File: src/rtl/bit1_counter.sv
// Serial 1-bit counter: captures an 8-bit word, counts its set bits one per clock,
// and publishes the count (saturated to 7) on a fixed 10-clock cycle.
module bit1_counter (
    input  logic       clk,
    input  logic       rst,
    input  logic [7:0] d_in,
    output logic [2:0] bit_cnt
);

    localparam int unsigned DATA_W = 8;
    localparam int unsigned CNT_W  = 3;
    localparam int unsigned ACC_W  = 4;

    localparam logic [1:0] ST_CAPTURE = 2'd0;
    localparam logic [1:0] ST_COUNT   = 2'd1;
    localparam logic [1:0] ST_UPDATE  = 2'd2;

    logic [1:0]        state;
    logic [1:0]        state_nxt;
    logic [DATA_W-1:0] shift_q;
    logic [ACC_W-1:0]  acc_q;
    logic [CNT_W-1:0]  idx_q;
    logic [CNT_W-1:0]  acc_sat_c;

    // State register
    always_ff @(posedge clk or negedge rst) begin
        if (!rst) begin
            state <= ST_CAPTURE;
        end else begin
            state <= state_nxt;
        end
    end

    // Next-state logic and saturated accumulator view
    always_comb begin
        state_nxt = ST_CAPTURE;
        acc_sat_c = acc_q[ACC_W-1] ? {CNT_W{1'b1}} : acc_q[CNT_W-1:0];
        case (state)
            ST_CAPTURE: state_nxt = ST_COUNT;
            ST_COUNT:   state_nxt = (idx_q == {CNT_W{1'b1}}) ? ST_UPDATE : ST_COUNT;
            ST_UPDATE:  state_nxt = ST_CAPTURE;
            default:    state_nxt = ST_CAPTURE;
        endcase
    end

    // Datapath: shift register, accumulator, bit index and result register
    always_ff @(posedge clk or negedge rst) begin
        if (!rst) begin
            shift_q <= '0;
            acc_q   <= '0;
            idx_q   <= '0;
            bit_cnt <= '0;
        end else begin
            case (state)
                ST_CAPTURE: begin
                    shift_q <= d_in;
                    acc_q   <= '0;
                    idx_q   <= '0;
                end
                ST_COUNT: begin
                    acc_q   <= acc_q + ACC_W'(shift_q[0]);
                    shift_q <= {1'b0, shift_q[DATA_W-1:1]};
                    idx_q   <= idx_q + CNT_W'(1);
                end
                ST_UPDATE: begin
                    bit_cnt <= acc_sat_c;
                end
                default: begin
                end
            endcase
        end
    end

endmodule

File: config.mk
export PLATFORM = sky130hd
export DESIGN_NAME = bit1_counter
export DESIGN_NICKNAME = d
export VERILOG_FILES = /design/src/rtl/bit1_counter.sv
export SDC_FILE = /design/constraint.sdc
export NUM_CORES = 1
export LEC_CHECK = 0
export ABC_AREA = 0
export CORE_MARGIN = 2
export CORE_UTILIZATION = 44
export CTS_BUF_LIST = sky130_fd_sc_hd__clkbuf_4 sky130_fd_sc_hd__clkbuf_8
export DETAILED_ROUTE_END_ITERATION = 8
export PLACE_DENSITY_LB_ADDON = 0.1
export SLEW_MARGIN = 20
export SYNTH_ARGS = -nofsm -noshare
export SYNTH_HDL_FRONTEND = slang
export SYNTH_SLANG_ARGS = --single-unit
File: constraint.sdc
create_clock -name clk -period 2.2 [get_ports clk]
set_input_delay 0.44 -clock clk [delete_from_list [all_inputs] [get_ports clk]]
set_output_delay 0.44 -clock clk [all_outputs]
set_load 0.005 [all_outputs]
==> flow_summary_export.csv <==
group,metric,value,unit
synthesis,synth_cell_types,18,
place,detailed_place_hpwl,925,um
setup_path,critPathLaunch,"bit_cnt[2]$_DFFE_PN0N_",
clocking,clk_pin_slew,0.10,ns
floorplanning,start_util,46.2,%
clocking,numCtsBuffers,3,
sta,setup_tns,0,ns
sta,rsz0062_at_grt,"false",
sta,setup_viol,0,
floorplanning,num_rows,16,
setup_path,critPathMaxStageDelay,0.50,ns
route,drt_wl_total,1350,um
sta,timing.fmax,0.629,GHz
setup_path,cp-end-kind,"output pin",
setup_path,cp-start-kind,"flip-flop",
pwr,leakagePower,0.459,nW
pwr,powerDensity,758,nW/um^2
floorplanning,core-area,1960,um^2
setup_path,crit_family,"buffers and inverters",
sta,fin_crit,1.59,ns
synthesis,netlist_area,907,um^2
synthesis,yosysSeqAreaShare,55.2,%
synthesis,synth_fa_ha_area_share,5.52,%
route,postRouteAntennaNets,0,
setup_path,r2r_end,"acc_q[2]$_DFFE_PN0P_",
route,wire_per_inst,11.3,um
synthesis,synthMuxAreaShare,8.83,%
sta,tightest_slew,0.867,ns
global_route,grt_max_degree,30,
synthesis,synth_compound_area_share,13.0,%
route,drc_errors,0,
worst_hold_path,hold_class,"in2async",
synthesis,synth-xor-area-share,0,%
place,gp_congestion,0.636,
final_layout,antenna_cells,0,
pwr,vdd_drop_max,0.000509,V
setup_path,rrSetupSlack,0.75,ns
sta,hold_viol,0,
setup_path,required,1.76,ns
sta,min_period_over_period,72.2,%
setup_path,worstSetupPathType,"reg2out",
clocking,cts_hold_buf,0,
final_layout,fin_nets,108,
setup_path,crit_path_top_delay_cell,"clkdlybuf4s50_1",
clocking,clk_latency,0.28,ns
synthesis,ys_ff_latch,20,
synthesis,yosys.area_share.simple,13.1,%
outcome,outcome,"complete, no violations",
place,dp_cells,116,
route,routed-via-count,592,
sta,skew,0.00318,ns
global_route,grt-ovfl-total,0,
global_route,first_global_vias,596,
synthesis,synthCells,81,
clocking,max-clock-path-buffers,2,
synthesis,avgSynthCellArea,11.2,um^2
global_route,grt_pass1_wl,2620,um
clocking,post_cts_buffers,0,
place,io_buffers,12,
synthesis,synthTopCellsByArea,"dfrtp_1, mux2i_1, nand2_1",
synthesis,synth_top_family_by_area,"simple AND/OR/NAND/NOR gates",
clocking,clock_sinks,20,
setup_path,crit_chain,"clkdlybuf4s50_1",
clocking,cts_tree,"done",
synthesis,syn_nets,95,
route,via_per_inst,4.97,
final_layout,fin_cells,119,
final_layout,synthToLayoutAreaGrowth,15.9,%
synthesis,yosysTopAreaCell,"dfrtp_1",
setup_path,path_max_fanout,2,
setup_path,crit_arrival,1.15,ns
final_layout,fillers,200,
global_route,grt_antenna_before_repair,0,
setup_path,r2r_cells,3,
setup_path,crit_buf_inv,1,
synthesis,yosys_warnings,0,
flow_run,cap_viol_max_count,0,
clocking,clockRootBuffer,"clkbuf_4",
synthesis,yosys.area.top_type_share,55.2,%
floorplanning,die_h,49.4,um
floorplanning,pin_count,13,
floorplanning,dieArea,2440,um^2
setup_path,timing.rr.start,"state[1]$_DFF_PN0_",
clocking,htreeDepth,1,
clocking,cts_resized,0,
route,drt_iter0_markers,9,
floorplanning,die_w,49.4,um
sta,finalMaxSlewViolations,0,
route,drt_first_pass_iters,4,
global_route,grt_use_total,14.4,%
sta,slew_headroom,42.2,%
final_layout,drive_gt1_share,6.52,%
[registers in the layout, summed over array words and instances, names as in the netlist]
signal / flops
acc_q: 4
bit_cnt: 3
idx_q: 3
shift_q: 8
state: 2
[metal layers]
metal | track usage, % | part of all wire [%] | wire length (um)
met1 | 18.1 | 46 | 627
met2 | 23.6 | 48 | 649
met3 | 5.52 | 5.3 | 72
met4 | 2.78 | 0 | 0
met5 | 0 | 0 | 0
[placed cells by master, fill, tap and decap left out]
cell type,n
mux2i_1,8
nand2b_1,2
nor2_1,4
buf_4,1
nor2b_2,1
clkbuf_4,3
and2_1,1
ha_1,4
o21ai_1,5
a22o_1,5
clkdlybuf4s50_1,12
dfrtp_1,20
nand2_1,14
o21ai_0,7
nand2b_4,1
nand3_1,2
o311ai_1,1
a21oi_1,1
[stage by stage]
stage / power [mW] / instance area (um^2) / hold slack (ns) / worst slack, ns / util, %
floorplan: 0.547 / 907 / 0.144 / 1.05 / -
global placement: 0.639 / 1030 / 0.462 / 0.783 / 52.4
detailed placement: 0.651 / 1030 / 0.473 / 0.738 / 52.4
CTS: 0.814 / 1050 / 0.487 / 0.581 / 53.6
global route: 0.859 / 1050 / 0.507 / 0.538 / 53.6
finish: 0.797 / 1050 / 0.488 / 0.611 / 53.6
[synth_stat cells]
cell type,count
buf_6,2
buf_4,1
mux2i_1,8
ha_1,4
o21ai_1,5
o21ai_0,7
and2_1,1
dfrtp_1,20
nor2b_2,1
nand2b_4,1
nand3_1,2
nand2_1,14
a21oi_1,1
buf_2,2
nor2_1,4
nand2b_1,2
a22o_1,5
o311ai_1,1
[logic make-up after synthesis]
logic type	Yosys count
simple gates	25
flops	20
compound gates	19
mux	8
buf+inv	5
fa+ha+maj	4
[final cells by class]
| type | instances | area (um^2) | area share [%] |
|---|---|---|---|
| sequential | 20 | 500 | 47.6 |
| clock buffer | 3 | 22.5 | 2.14 |
| multi-input combinational | 56 | 367 | 34.9 |
| timing repair buffer | 13 | 128 | 12.1 |
| tap | 27 | 33.8 | 3.21 |
[worst max path at each step]
stage,to,cells past startpoint
after detailed placement,acc_q[2]$_DFFE_PN0P_,3
final,bit_cnt[2],1
after global routing,bit_cnt[1],1
after global placement,acc_q[2]$_DFFE_PN0P_,3
after CTS,bit_cnt[1],1
after floorplan,acc_q[2]$_DFFE_PN0P_,5
[report_power, final]
group,internal [mW],total [mW],leakage (nW),switching (mW)
sequential,0.427,0.478,0.261,0.0513
combinational,0.107,0.159,0.185,0.0527
clock,0.0635,0.160,0.0138,0.0961
total,0.597,0.797,0.459,0.200
Note: power is estimated with default switching activity, not from simulation.
